## src/rtl/tqvp_htfab_vga_fb.sv

```systemverilog
// TinyQV VGA peripheral: configurable timing, 1/2-bpp register framebuffer,
// 4-entry RGB222 palette and an auto-incrementing indirect framebuffer port.
module tqvp_htfab_vga_fb #(
    parameter int H_ACTIVE = 1024,
    parameter int H_FP     = 24,
    parameter int H_SYNC   = 136,
    parameter int H_BP     = 160,
    parameter int V_ACTIVE = 768,
    parameter int V_FP     = 3,
    parameter int V_SYNC   = 6,
    parameter int V_BP     = 29,
    parameter int SYNC_NEG = 1,
    parameter int COLS     = 32,
    parameter int ROWS     = 24,
    parameter int PIX_W    = 32,
    parameter int PIX_H    = 32,
    parameter int BPP      = 1
) (
    input  logic        clk,
    input  logic        rst_n,
    input  logic [7:0]  ui_in,
    output logic [7:0]  uo_out,
    input  logic [5:0]  address,
    input  logic [31:0] data_in,
    input  logic [1:0]  data_write_n,
    input  logic [1:0]  data_read_n,
    output logic [31:0] data_out,
    output logic        data_ready,
    output logic        user_interrupt
);
    localparam int H_TOTAL  = H_ACTIVE + H_FP + H_SYNC + H_BP;
    localparam int V_TOTAL  = V_ACTIVE + V_FP + V_SYNC + V_BP;
    localparam int FB_WORDS = COLS * ROWS * BPP / 32;
    localparam int AW = (FB_WORDS > 1) ? $clog2(FB_WORDS) : 1;
    localparam int HW = $clog2(H_TOTAL);
    localparam int VW = $clog2(V_TOTAL);
    localparam int CW = $clog2(COLS + 1);
    localparam int RW = $clog2(ROWS + 1);
    localparam int XW = (PIX_W > 1) ? $clog2(PIX_W) : 1;
    localparam int YW = (PIX_H > 1) ? $clog2(PIX_H) : 1;
    localparam int PW = $clog2(COLS * ROWS * BPP + 1);
    localparam logic SYNC_IDLE = (SYNC_NEG != 0);

    typedef enum logic [3:0] {
        REG_CTRL    = 4'h0,
        REG_STATUS  = 4'h1,
        REG_FB_ADDR = 4'h2,
        REG_FB_DATA = 4'h3,
        REG_PALETTE = 4'h4
    } reg_sel_e;

    logic [HW-1:0] h_cnt;
    logic [VW-1:0] v_cnt;
    logic [XW-1:0] px_cnt;
    logic [YW-1:0] py_cnt;
    logic [CW-1:0] col;
    logic [RW-1:0] row;

    logic [1:0]    ctrl;
    logic          pending;
    logic [7:0]    frame_cnt;
    logic [AW-1:0] fb_addr;
    logic [31:0]   palette;
    logic [31:0]   fb [FB_WORDS];

    logic h_wrap, v_wrap, h_act, v_act, hs_act, vs_act, frame_tick, in_vblank;
    assign h_wrap     = (h_cnt == HW'(H_TOTAL - 1));
    assign v_wrap     = (v_cnt == VW'(V_TOTAL - 1));
    assign h_act      = (h_cnt < HW'(H_ACTIVE));
    assign v_act      = (v_cnt < VW'(V_ACTIVE));
    assign hs_act     = (h_cnt >= HW'(H_ACTIVE + H_FP)) && (h_cnt <= HW'(H_ACTIVE + H_FP + H_SYNC - 1));
    assign vs_act     = (v_cnt >= VW'(V_ACTIVE + V_FP)) && (v_cnt <= VW'(V_ACTIVE + V_FP + V_SYNC - 1));
    assign frame_tick = (h_cnt == '0) && (v_cnt == VW'(V_ACTIVE));
    assign in_vblank  = !v_act;

    logic unused_bits;
    assign unused_bits = &{1'b0, ui_in, address[1:0]};

    // col/row step through sub-counters so no divider is needed
    always_ff @(posedge clk) begin
        if (!rst_n) begin
            h_cnt  <= '0;
            v_cnt  <= '0;
            px_cnt <= '0;
            py_cnt <= '0;
            col    <= '0;
            row    <= '0;
        end else if (h_wrap) begin
            h_cnt  <= '0;
            px_cnt <= '0;
            col    <= '0;
            if (v_wrap) begin
                v_cnt  <= '0;
                py_cnt <= '0;
                row    <= '0;
            end else begin
                v_cnt <= v_cnt + 1'b1;
                if (v_act) begin
                    if (py_cnt == YW'(PIX_H - 1)) begin
                        py_cnt <= '0;
                        row    <= row + 1'b1;
                    end else begin
                        py_cnt <= py_cnt + 1'b1;
                    end
                end
            end
        end else begin
            h_cnt <= h_cnt + 1'b1;
            if (h_act) begin
                if (px_cnt == XW'(PIX_W - 1)) begin
                    px_cnt <= '0;
                    col    <= col + 1'b1;
                end else begin
                    px_cnt <= px_cnt + 1'b1;
                end
            end
        end
    end

    logic [PW-1:0] pix_bit;
    logic [31:0]   pix_word;
    logic [1:0]    pal_idx;
    logic [5:0]    colour, rgb;
    logic          hs_lvl, vs_lvl;

    assign pix_bit  = PW'(row) * PW'(COLS * BPP) + PW'(col) * PW'(BPP);
    assign pix_word = fb[AW'(pix_bit[PW-1:5])];

    always_comb begin
        pal_idx = '0;
        pal_idx[BPP-1:0] = pix_word[pix_bit[4:0] +: BPP];
    end

    assign colour = palette[{pal_idx, 3'b000} +: 6];
    assign rgb    = (h_act && v_act && ctrl[0]) ? colour : '0;
    assign hs_lvl = hs_act ^ SYNC_IDLE;
    assign vs_lvl = vs_act ^ SYNC_IDLE;

    always_ff @(posedge clk) begin
        if (!rst_n) begin
            uo_out <= {SYNC_IDLE, 3'b000, SYNC_IDLE, 3'b000};
        end else begin
            uo_out <= {hs_lvl, rgb[0], rgb[2], rgb[4], vs_lvl, rgb[1], rgb[3], rgb[5]};
        end
    end

    logic          wr_en, rd_en, fb_wr;
    logic [31:0]   wmask, rd_val;
    logic [AW-1:0] fb_addr_next;

    assign wr_en        = (data_write_n != 2'b11);
    assign rd_en        = (data_read_n != 2'b11) && !data_ready;
    assign fb_wr        = (data_write_n == 2'b10) && (address[5:2] == REG_FB_DATA);
    assign fb_addr_next = (fb_addr == AW'(FB_WORDS - 1)) ? '0 : fb_addr + 1'b1;

    always_comb begin
        case (data_write_n)
            2'b00:   wmask = 32'h0000_00FF;
            2'b01:   wmask = 32'h0000_FFFF;
            default: wmask = 32'hFFFF_FFFF;
        endcase
    end

    always_comb begin
        rd_val = '0;
        case (address[5:2])
            REG_CTRL:    rd_val = {30'b0, ctrl};
            REG_STATUS:  rd_val = {16'b0, frame_cnt, 6'b0, in_vblank, pending};
            REG_FB_ADDR: rd_val = 32'(fb_addr);
            REG_FB_DATA: rd_val = fb[fb_addr];
            REG_PALETTE: rd_val = palette;
            default:     rd_val = '0;
        endcase
    end

    always_ff @(posedge clk) begin
        if (!rst_n) begin
            ctrl       <= '0;
            pending    <= 1'b0;
            frame_cnt  <= '0;
            fb_addr    <= '0;
            palette    <= '0;
            data_ready <= 1'b0;
            data_out   <= '0;
        end else begin
            data_ready <= rd_en;
            data_out   <= rd_en ? rd_val : '0;

            // a frame tick wins over a simultaneous write-1-to-clear
            if (frame_tick) begin
                pending   <= 1'b1;
                frame_cnt <= frame_cnt + 1'b1;
            end else if (wr_en && (address[5:2] == REG_STATUS) && data_in[0]) begin
                pending <= 1'b0;
            end

            if (wr_en) begin
                case (address[5:2])
                    REG_CTRL:    ctrl <= data_in[1:0];
                    REG_FB_ADDR: fb_addr <= (FB_WORDS == 1) ? '0 :
                                     AW'((32'(fb_addr) & ~wmask) | (data_in & wmask));
                    REG_FB_DATA: if (fb_wr) fb_addr <= fb_addr_next;
                    REG_PALETTE: palette <= (palette & ~wmask) | (data_in & wmask);
                    default: ;
                endcase
            end

            if (rd_en && (address[5:2] == REG_FB_DATA)) begin
                fb_addr <= fb_addr_next;
            end
        end
    end

    always_ff @(posedge clk) begin
        if (wr_en && fb_wr) begin
            fb[fb_addr] <= data_in;
        end
    end

    assign user_interrupt = pending & ctrl[1];

endmodule
```

## config.mk

```make
export PLATFORM = sky130hd
export DESIGN_NAME = tqvp_htfab_vga_fb
export DESIGN_NICKNAME = d
export VERILOG_FILES = /design/src/rtl/tqvp_htfab_vga_fb.sv
export SDC_FILE = /design/constraint.sdc
export NUM_CORES = 1
export LEC_CHECK = 0
export CORE_UTILIZATION = 29
export CTS_BUF_LIST = sky130_fd_sc_hd__clkbuf_4 sky130_fd_sc_hd__clkbuf_8 sky130_fd_sc_hd__clkbuf_16
export CTS_CLUSTER_DIAMETER = 80
export CTS_CLUSTER_SIZE = 25
export DETAILED_ROUTE_END_ITERATION = 8
export PLACE_DENSITY_LB_ADDON = 0.2
export SYNTH_ARGS = -nofsm -noshare
export SYNTH_HDL_FRONTEND = slang
export SYNTH_SLANG_ARGS = --single-unit
```

## constraint.sdc

```tcl
create_clock -name clk -period 5.2 [get_ports clk]
set_input_delay 1.04 -clock clk [delete_from_list [all_inputs] [get_ports clk]]
set_output_delay 1.04 -clock clk [all_outputs]
set_load 0.02 [all_outputs]
```

After elaboration in Yosys (flattened, before gate mapping) --
Memories as Yosys holds them, arrays and structs flattened. A register that Yosys moved wholly into a read port is not among the register bits. Index checks and enable logic that the tools add are counted. Widths: inputs -> output; s select.
Storage, ports and cells: register bits after elaboration 131, RAM bits 768, input bits 52, output and inout bits 42, logic and storage cells 109, memories 1
Memory list:
- fb | words 24, width 32, read ports 2, clocked after Yosys merged registers in 1, write ports 1, line 64 | logic [31:0] fb [FB_WORDS];
Operators by class: add/subtract/negate cells 9, magnitude comparators 6, eq/ne operators 15, shift operators 2, muxes and demuxes 21, bitwise gates (word level) 10, reductions and logical operators 30
Operator list (count):
- $pmux 32 s5 | 1
- $mux 5 | 13
- $and 32x32->32 | 2
- $pmux 32 s2 | 1
- $not 32->32 | 1
- $or 32x32->32 | 1
- $shiftx 32x5->6 | 1
- $shiftx 32x6->1 | 1
- $add 5x1->5 const B | 4
- $eq 10x10->1 const B | 2
- $eq 5x5->1 const B | 3
- $reduce_and 2->1 | 6
- $add 11x1->11 const B | 1
- $eq 11x11->1 const B | 1
- $ge 11x11->1 const B | 1
- $le 11x11->1 const B | 1
- $logic_and 1x1->1 | 11
- $logic_not 11->1 | 1
- $lt 11x11->1 const B | 1
- $add 10x1->10 const B | 1
- $add 10x6->10 | 1
- $ge 10x10->1 const B | 1
- $le 10x10->1 const B | 1
- $lt 10x10->1 const B | 1
- 23 further kinds | 35

Depth between registers and ports, before layout --
Gate-level depths: netlist of run 1.
depth after elaboration 10, depth in mapped cells 15

Worst setup path after synthesis of run 1 --
OpenSTA, ideal clock, no wires.
kind input to register, start input port address[2], end memory fb[20][0], enable pin, arrival time 3255 ps, data required time 4779 ps, setup slack 1524 ps, cell stages on the path 5, path buffers 1, cells stage by stage clkbuf_1 nand3_1 nor2_1 nand2_1 nor2_1
On the way: longest elaborated chain between the ends 5
Ends and longest elaborated chain:
- start, declared | line 23 | input logic [5:0] address,
- $eq 4x2->1 | line 153 | assign fb_wr = (data_write_n == 2'b10) && (address[5:2] == REG_FB_DATA);
- $logic_and 1x1->1 | line 153
- $logic_and 1x1->1 | line 215 | if (wr_en && fb_wr) begin
- $mux 1 | line 215
- $mux 1 (implied by the code) | line 216 | fb[fb_addr] <= data_in;
- end, declared | line 64
No other way between the ends.

Worst setup path in the final report of run 1 --
start register row[0], end register uo_out[4]
On the way: longest elaborated chain between the ends 4
Ends and longest elaborated chain:
- start, declared | line 57 | logic [RW-1:0] row;
- start signal, assigned | line 101 | row <= row + 1'b1;
- $add 10x6->10 | line 126 | assign pix_bit = PW'(row) * PW'(COLS * BPP) + PW'(col) * PW'(BPP);
- $mem_v2 24x32
- $shiftx 32x6->1 | line 131 | pal_idx[BPP-1:0] = pix_word[pix_bit[4:0] +: BPP];
- $shiftx 32x5->6 | line 134 | assign colour = palette[{pal_idx, 3'b000} +: 6];
- end signal, assigned | line 141 | uo_out <= {SYNC_IDLE, 3'b000, SYNC_IDLE, 3'b000};
- end signal, assigned | line 143 | uo_out <= {hs_lvl, rgb[0], rgb[2], rgb[4], vs_lvl, rgb[1], rgb[3], rgb[5]};
- end, declared | line 22 | output logic [7:0] uo_out,
No other way between the ends. A chain may end at the register's enable or synchronous reset.

==> flow_summary.toml, run 1 <==
[cells_and_area]
final-seq-area_mm2 = 0.0258
syn_to_final_growth_pct = 13.8
fillers = 13483
num-nets-final = 2473
drive_gt1_share_pct = 28.0
fin_area_mm2 = 0.0469
multi_input_area_mm2 = 0.0149

[pwr]
power_leakage_nw = 13.6
pwr_density_cell_mw_per_mm2 = 278
power_mw = 13.0
vdd_drop_max_v = 0.000219

[place]
dp_hpwl_mm = 83.8
place_area_mm2 = 0.0453
place_congestion = 0.806
port_buffers = 83

[worst_setup_path]
crit_type = "register to register"
critical_path.top_delay_family = "compound AO/OA/AOI/OAI gates"
path_buf_inv = 2
cp_data_arrival_time_ns = 4.96
crit_path_max_fanout = 28
cp_cell_sequence = "ha_4, ha_4, xor2_4, buf_4, nor2_1, a22o_1, o21ai_0, buf_4, a31o_2, a311o_1, nand3_1, a21boi_1"
worst_setup_path_start_kind = "register"
slowest_delay_ns = 0.69
required_ns = 5.80
crit_slowest_cell = "buf_4"
end_kind = "register"

[logic_synthesis]
avgSynthCellArea_um2 = 17.7
synth_ff_type = "edfxtp_1"
syn_inst = 2324
synth_area_leader_cell = "edfxtp_1"
synth_top_area_share_pct = 55.9
synth-edff-count = 768
synth_area_leaders = "edfxtp_1 (56%), mux4_2 (23%), dfxtp_1 (6.6%)"
ys_seq_area_share_pct = 62.5
yosysWarnings = 0
ys_ff_latch = 904
syn-cell-area_mm2 = 0.0412
synth_cell_types = 65
synth_nets = 2394
async_flop_share_pct = 0

[floorplan]
die_w_um = 379
dieHeight_um = 379
coreArea_mm2 = 0.141
ios = 94
initial_utilization_pct = 29.2
rows = 138
dieArea_mm2 = 0.144

[clock_network]
hold_buffers = 0
cts_made_buffers = 47
cts_tree = "done"
htree_levels = 2
clockBufferDepth = 3
cts_sinks = 904
cts_resized = 0
cts.clk_slew.worst_paths_ns = 0.10
post_cts_buffers = 0
clock_latency_ns = 0.68
root_buffer = "clkbuf_16"

[timing]
skew_ns = 0.0336
post-route-period-util_pct = 83.9
tightestPinTransition_ns = 1.27
fmax_ghz = 0.229
min_period_ns = 4.36
tns_ns = 0
setup_viol = 0
drv_slew = 0
rsz0062_at_grt = "false"
hold_viol = 0
slew_headroom_pct = 15.1

[grt]
grt_pass1_wl_mm = 190
antenna_found_initial = 13
grt_start_max_net_pins = 61
first_global_vias = 24548
grt-ovfl-total = 0
grt_usage_pct = 18.8

[routing]
drc_errors = 0
first_pass_iters = 6
drt-initial-drc-count = 2421
antenna_left = 0
drt_wl_total_mm = 135
wl_per_cell_um = 31.2
post_drt_via_cell_ratio = 5.47
num_vias = 23677

[min_path]
hp-class = "register to register"

[outcome]
status = "finished, final reports clean"

[job]
drv_cap = 0
worst min-delay path: stages, from the launching register on:
cell     delay, ns
dfxtp_1       0.32
nand2_1       0.05
a21oi_1       0.05
registers in the layout, indices dropped and copies added, names as in the netlist, named ones only:
name,flops
palette,8
pending,1
col,6
py_cnt,5
row,5
v_cnt,10
data_out,32
uo_out,8
h_cnt,11
ctrl,2
fb,768
px_cnt,5
data_ready,1
frame_cnt,8
fb_addr,5
per-layer routing:
metal	global-route usage [%]	routed length (µm)
met1	25.7	56500
met2	31.4	66400
met3	2.88	9200
met4	4.32	3000
met5	0	92
cells by family after synthesis:
family / share of synthesized area [%]
AOI/OAI and AO/OA: 3.76
DFF: 62.5
xor gates and xnor gates: 0.913
buffers and inverters: 2.06
muxes: 25.2
and+or+nand+nor: 4.97
adders and majority gates: 0.546
Yosys cell counts, types with 4 or more instances:
| cell type | count |
|---|---|
| a21boi_0 | 31 |
| a32oi_1 | 8 |
| clkbuf_1 | 81 |
| nor2_1 | 108 |
| ha_1 | 18 |
| inv_1 | 10 |
| dfxtp_1 | 136 |
| a2111oi_0 | 6 |
| and2_1 | 16 |
| a222oi_1 | 13 |
| edfxtp_1 | 768 |
| o211ai_1 | 25 |
| nand3_1 | 52 |
| o211a_1 | 4 |
| buf_4 | 13 |
| mux2i_1 | 74 |
| buf_2 | 36 |
| a31oi_1 | 14 |
| mux4_2 | 425 |
| nor4b_1 | 4 |
| mux2_2 | 8 |
| a211oi_1 | 5 |
| buf_6 | 12 |
| nor2b_1 | 15 |
| and3_1 | 15 |
| a22oi_1 | 5 |
| nand2b_1 | 4 |
| or3_1 | 7 |
| o21ai_0 | 25 |
| nand2_1 | 191 |
| nand4_1 | 18 |
| a21boi_1 | 6 |
| buf_1 | 25 |
| xor2_1 | 23 |
| nor3_1 | 12 |
| xnor2_1 | 15 |
| a21oi_1 | 53 |
report_power, final:
part / switching, mW / leakage, nW / internal [mW]
clock: 2.52 / 0.822 / 2.11
sequential: 0.0375 / 8.00 / 7.86
combinational: 0.306 / 4.73 / 0.211
total: 2.87 / 13.6 / 10.2
worst paths after layout:
path / start / endpoint / slack [ns] / cells after the start
worst max-delay path: row[0]$_SDFFE_PN0P_ / uo_out[4]$_SDFF_PN0_ / 0.84 / 12
worst min-delay path: register / data_out[24]$_SDFF_PN0_ / 0.47 / 2
worst max register to register: row[0]$_SDFFE_PN0P_ / uo_out[4]$_SDFF_PN0_ / 0.84 / 12
worst min register to register: register / data_out[24]$_SDFF_PN0_ / 0.47 / 2
per-stage QoR:
step | worst slack [ns] | utilization, % | std cells | hold WS, ns
finish | 0.840 | 33.2 | 4331 | 0.466
CTS | 0.757 | 33.2 | 4330 | 0.466
detailed placement | 0.770 | 32.1 | 4244 | 0.448
floorplan | 1.52 | - | 2324 | 0.430
global route | 0.670 | 33.2 | 4331 | 0.489
global placement | 0.836 | 32.1 | 4244 | 0.443
area by class of cell:
cell class / instances / share of cell area (%)
Clock buffer: 66 / 2.95
Antenna cell: 1 / 0.00533
Inverter: 10 / 0.0800
Clock inverter: 20 / 0.563
Tap cell: 1890 / 5.04
Sequential cell: 904 / 55.0
Timing Repair Buffer: 197 / 4.65
Multi-Input combinational cell: 1243 / 31.7
cells in the final DEF (no fill, tap or decap), drive strengths merged, types with 6 or more instances in the layout:
cell type      count
o21ai             26
mux2i             74
nand4             18
a2111oi            6
a222oi            13
and2              18
nor2             108
a21boi            37
a31oi             14
ha                18
mux2               8
nand3             52
or3                7
o211ai            25
buf              115
inv               16
xnor2             16
a32oi              8
nor2b             15
edfxtp           768
mux4             425
clkdlybuf4s50     82
dfxtp            136
xor2              24
nand2            191
and3              15
a21oi             53
clkbuf            66
nor3              12
clkinv             8
No activity file was read; power rests on OpenSTA's default activity.
==> inputs of run 2 (changes only) <==
Clock period 5.2 ns to 4.2 ns, I/O delays scaled along.
==> run 2 against run 1 <==
Sequential power is 24% higher. Critical path depth stayed put. Clock-buffer cell count is 2 higher. Largest power group unchanged. Non-clock buffer count is 55 higher. Fmax is 7.5% higher. Power is 23% higher. Global-route usage is 0.15 points lower. Register-to-register slack worse by 0.69 ns. Critical path type unchanged. Setup slack worse by 0.69 ns. Via count is 0.34% higher.
==> flow_summary.toml, run 2 (synthesis results as in run 1) <==
[grt]
first_global_vias = 24436
grt_usage_pct = 18.6
grt-ovfl-total = 0
antenna_found_initial = 16
grt_pass1_wl_mm = 189
grt_start_max_net_pins = 76

[floorplan]
ios = 94
rows = 138
dieHeight_um = 379
dieArea_mm2 = 0.144
initial_utilization_pct = 29.2
coreArea_mm2 = 0.141
die_w_um = 379

[timing]
tns_ns = 0
skew_ns = 0.0233
min_period_ns = 4.06
post-route-period-util_pct = 96.6
setup_ws_ns = 0.145
rsz0062_at_grt = "false"
setup_viol = 0
slew_headroom_pct = 23.9
tightestPinTransition_ns = 1.14
hold_viol = 0
drv_slew = 0
fmax_ghz = 0.247

[place]
place_congestion = 0.808
dp_hpwl_mm = 84.0
port_buffers = 83
place_area_mm2 = 0.0459
preCtsSetupSlack_ns = 0.124

[clock_network]
cts_tree = "done"
cts.clk_slew.worst_paths_ns = 0.10
root_buffer = "clkbuf_16"
clockBufferDepth = 3
clock_latency_ns = 0.64
cts_made_buffers = 47
cts_resized = 0
htree_levels = 2
cts_sinks = 904

[routing]
num_vias = 23758
antenna_left = 0
drt_wl_total_mm = 134
drc_errors = 0
first_pass_iters = 9
drt-initial-drc-count = 2458
wl_per_cell_um = 30.5
post_drt_via_cell_ratio = 5.42

[min_path]
min-delay-start = "h_cnt[0]$_SDFF_PP0_"
hold_end = "h_cnt[0]$_SDFF_PP0_"
hold_depth = 1
hp-class = "register to register"

[pwr]
power_mw = 16.0
vdd_drop_max_v = 0.000300
power_leakage_nw = 13.9
pwr_density_cell_mw_per_mm2 = 337

[cells_and_area]
syn_to_final_growth_pct = 15.2
fin_area_mm2 = 0.0475
final_cell_mix = "edfxtp_1 (768), mux4_2 (425), nand2_1 (191)"
largest_reg_flops = 768
final_common_cell = "edfxtp_1"
utilization_pct = 33.6
num-nets-final = 2528
drive_gt1_share_pct = 29.6
largestRegisters = "fb: 768 flops, data_out: 32 flops, h_cnt: 11 flops"
regMostFlops = "fb"

[worst_setup_path]
slowest_delay_ns = 0.53
end_kind = "register"
r2r_setup_slack_ns = 0.14
worst_setup_path_start_kind = "register"
cp_data_arrival_time_ns = 4.62
crit_type = "register to register"
reg2reg_depth = 12
r2r-end = "uo_out[4]$_SDFF_PN0_"
cp_num_cells = 12
critical_path.top_delay_family = "buffers and inverters"
reg2reg_from = "row[0]$_SDFFE_PN0P_"
crit_slowest_cell = "mux4_2"
path_buf_inv = 4
crit_path_max_fanout = 21
required_ns = 4.77
cp_cell_sequence = "ha_4, ha_4, buf_12, buf_4, mux4_2, mux4_2, a311oi_1, buf_4, a311o_1, buf_12, nand3_1, a21boi_1"

[job]
drv_cap = 0

[outcome]
status = "finished, final reports clean"
[run 2: what timing repair did]
action                     in CTS  in global routing
setup buffers                   0                  3
setup endpoints to repair       0                  4
hold buffers                    0                  0
[run 2: worst max-delay path by stage]
| stage | start | end | slack, ns |
|---|---|---|---|
| floorplan | address[2] | fb[20][0]$_DFFE_PP_ | 0.72 |
| global placement | row[0]$_SDFFE_PN0P_ | uo_out[2]$_SDFF_PN0_ | 0.21 |
| detailed placement | row[0]$_SDFFE_PN0P_ | uo_out[4]$_SDFF_PN0_ | 0.12 |
| CTS | row[0]$_SDFFE_PN0P_ | uo_out[4]$_SDFF_PN0_ | 0.1 |
| global route | row[0]$_SDFFE_PN0P_ | uo_out[4]$_SDFF_PN0_ | 0.009 |
| finish | row[0]$_SDFFE_PN0P_ | uo_out[4]$_SDFF_PN0_ | 0.14 |
[run 2: report_power, final]
part           switching (mW)  internal (mW)  leakage, nW
logic                   0.381          0.267         5.08
registers              0.0408           9.73         8.00
clock network            3.09           2.52        0.808
total                    3.51           12.5         13.9
[run 2: routing by layer]
layer / vias up / GRT usage (%) / wire [µm]
met5: - / 0 / 127
met4: 22 / 4.32 / 3080
met3: 163 / 3.00 / 9530
met2: 903 / 30.9 / 65000
met1: 12815 / 25.5 / 56300
li1: 9855 / - / -
[run 2: final cells by class]
type	count	area [µm²]
fill	13519	93700
sequential	904	25800
multi-input combinational	1243	14900
timing repair buffer	252	2800
tap	1890	2360
clock buffer	68	1410
clock inverter	19	211
inverter	10	37.5
antenna	1	2.50
[run 2: through the flow]
step | cells | hold slack [ns]
2_1_floorplan | 2324 | 0.430
3_3_place_gp | 4296 | 0.440
3_5_place_dp | 4296 | 0.444
4_1_cts | 4383 | 0.461
5_1_grt | 4386 | 0.487
6_report | 4387 | 0.462
==> inputs of run 3 (changes only) <==
Settings changed: PLACE_DENSITY_LB_ADDON 0.2 to 0.3.
==> run 3 against run 2 <==
Setup slack improved by 0.045 ns. Die area stayed put. Core utilization is 0.16 points lower. Clock skew is 0.021 ns higher. Via count shrank 0.23%. Largest cell class unchanged.
==> flow_summary.toml, run 3 (synthesis results as in run 1) <==
[outcome]
status = "finished, final reports clean"

[floorplan]
rows = 138
ios = 94
initial_utilization_pct = 29.2
dieArea_mm2 = 0.144
die_w_um = 379
dieHeight_um = 379
coreArea_mm2 = 0.141

[grt]
grt_pass1_wl_mm = 184
first_global_vias = 24753
grt-ovfl-total = 0
grt_start_max_net_pins = 87
antenna_found_initial = 17
grt_usage_pct = 17.9

[clock_network]
clockBufferDepth = 3
root_buffer = "clkbuf_16"
htree_levels = 2
cts_sinks = 904
cts_tree = "done"
cts.clk_slew.worst_paths_ns = 0.10
cts_made_buffers = 47
clock_latency_ns = 0.66

[cells_and_area]
largestRegisters = "fb: 768 flops, data_out: 32 flops, h_cnt: 11 flops"
final-seq-area_mm2 = 0.0258
fillers = 13522
multi_input_area_mm2 = 0.0149
num-nets-final = 2513
syn_to_final_growth_pct = 14.7
fin_area_mm2 = 0.0473
diodes = 0
final_common_cell = "edfxtp_1"
drive_gt1_share_pct = 29.1
regMostFlops = "fb"
largest_reg_flops = 768
final_cell_mix = "edfxtp_1 (768), mux4_2 (425), nand2_1 (191)"

[timing]
setup_viol = 0
rsz0062_at_grt = "false"
skew_ns = 0.0447
fmax_ghz = 0.249
setup_ws_ns = 0.190
tightestPinTransition_ns = 1.22
post-route-period-util_pct = 95.5
min_period_ns = 4.01
timing.hold.ws_ns = 0.456
tns_ns = 0
hold_viol = 0
slew_headroom_pct = 18.3
drv_slew = 0

[place]
dp_hpwl_mm = 79.6
place_congestion = 0.807
port_buffers = 83
preCtsSetupSlack_ns = 0.103
place_area_mm2 = 0.0457

[routing]
wl_per_cell_um = 29.4
drc_errors = 0
post_drt_via_cell_ratio = 5.42
drt-initial-drc-count = 2545
antenna_left = 0
num_vias = 23704
first_pass_iters = 6
drt_wl_total_mm = 128

[pwr]
power_mw = 15.9
switching_share_pct = 21.9
p_seq_share_pct = 61.3
pwr-share-clk_pct = 34.7
intPower_mw = 12.4
power.switching_mw = 3.48
pwr_density_cell_mw_per_mm2 = 337
vdd_drop_max_v = 0.000283
power_leakage_nw = 13.8
combPwrFrac_pct = 4.1

[worst_setup_path]
r2r_setup_slack_ns = 0.19
crit_type = "register to register"
required_ns = 4.78
cp_data_arrival_time_ns = 4.59
crit_path_max_fanout = 17
end_kind = "register"
worst_setup_path_start_kind = "register"

[job]
drv_cap = 0

[min_path]
hp-class = "register to register"
[run 3: through the flow]
stage               util, %  cells
finish                 33.5   4371
global route           33.5   4371
CTS                    33.5   4371
detailed placement     32.3   4284
global placement       32.3   4284
floorplan                 -   2324
[run 3: layout make-up]
cell class	count	area share, %
clock buffer	70	2.96
clock inverter	17	0.413
inverter	10	0.0794
multi-input combinational	1243	31.5
sequential	904	54.6
tap	1890	5.00
timing repair buffer	237	5.49
[run 3: final timing paths]
| check | start | end | depth (start not counted) |
|---|---|---|---|
| setup reg to reg | row[0]$_SDFFE_PN0P_ | uo_out[1]$_SDFF_PN0_ | 13 |
| hold / removal | register | data_out[17]$_SDFF_PN0_ | 2 |
| hold reg to reg | register | data_out[17]$_SDFF_PN0_ | 2 |
| setup / recovery | row[0]$_SDFFE_PN0P_ | uo_out[1]$_SDFF_PN0_ | 13 |
[run 3: repair_timing]
action,in CTS,in global routing
endpoints found under the setup margin,0,6
gates resized for setup,0,1
buffers inserted,0,0
hold buffers,0,0
[run 3: routing by layer]
metal  GRT usage (%)  up-vias  routed length [µm]
li1                -     9797                   -
met1            23.8    12750               53100
met2            29.7      934               62300
met3            3.21      205                9170
met4            5.03       18                3710
met5               0        -                 106
[run 3: power by group through the flow]
stage / registers (mW) / logic (mW) / clock network (mW)
floorplan: 9.94 / 0.352 / 0
global placement: 9.97 / 0.633 / 0
detailed placement: 9.97 / 0.652 / 0
CTS: 9.76 / 0.653 / 5.65
global route: 9.77 / 0.692 / 5.92
finish: 9.76 / 0.648 / 5.52
[run 3: worst max-delay path, stage by stage, from the launching register on]
cell and delay, ns:
dfxtp_1 0.40, ha_4 0.61, buf_12 0.27, buf_4 0.25
mux4_2 0.52, mux4_2 0.52, nor2_1 0.14, a2111oi_0 0.09
o22ai_1 0.14, o311ai_1 0.26, o211ai_1 0.22, buf_4 0.19
nand3_1 0.08, a21boi_1 0.17
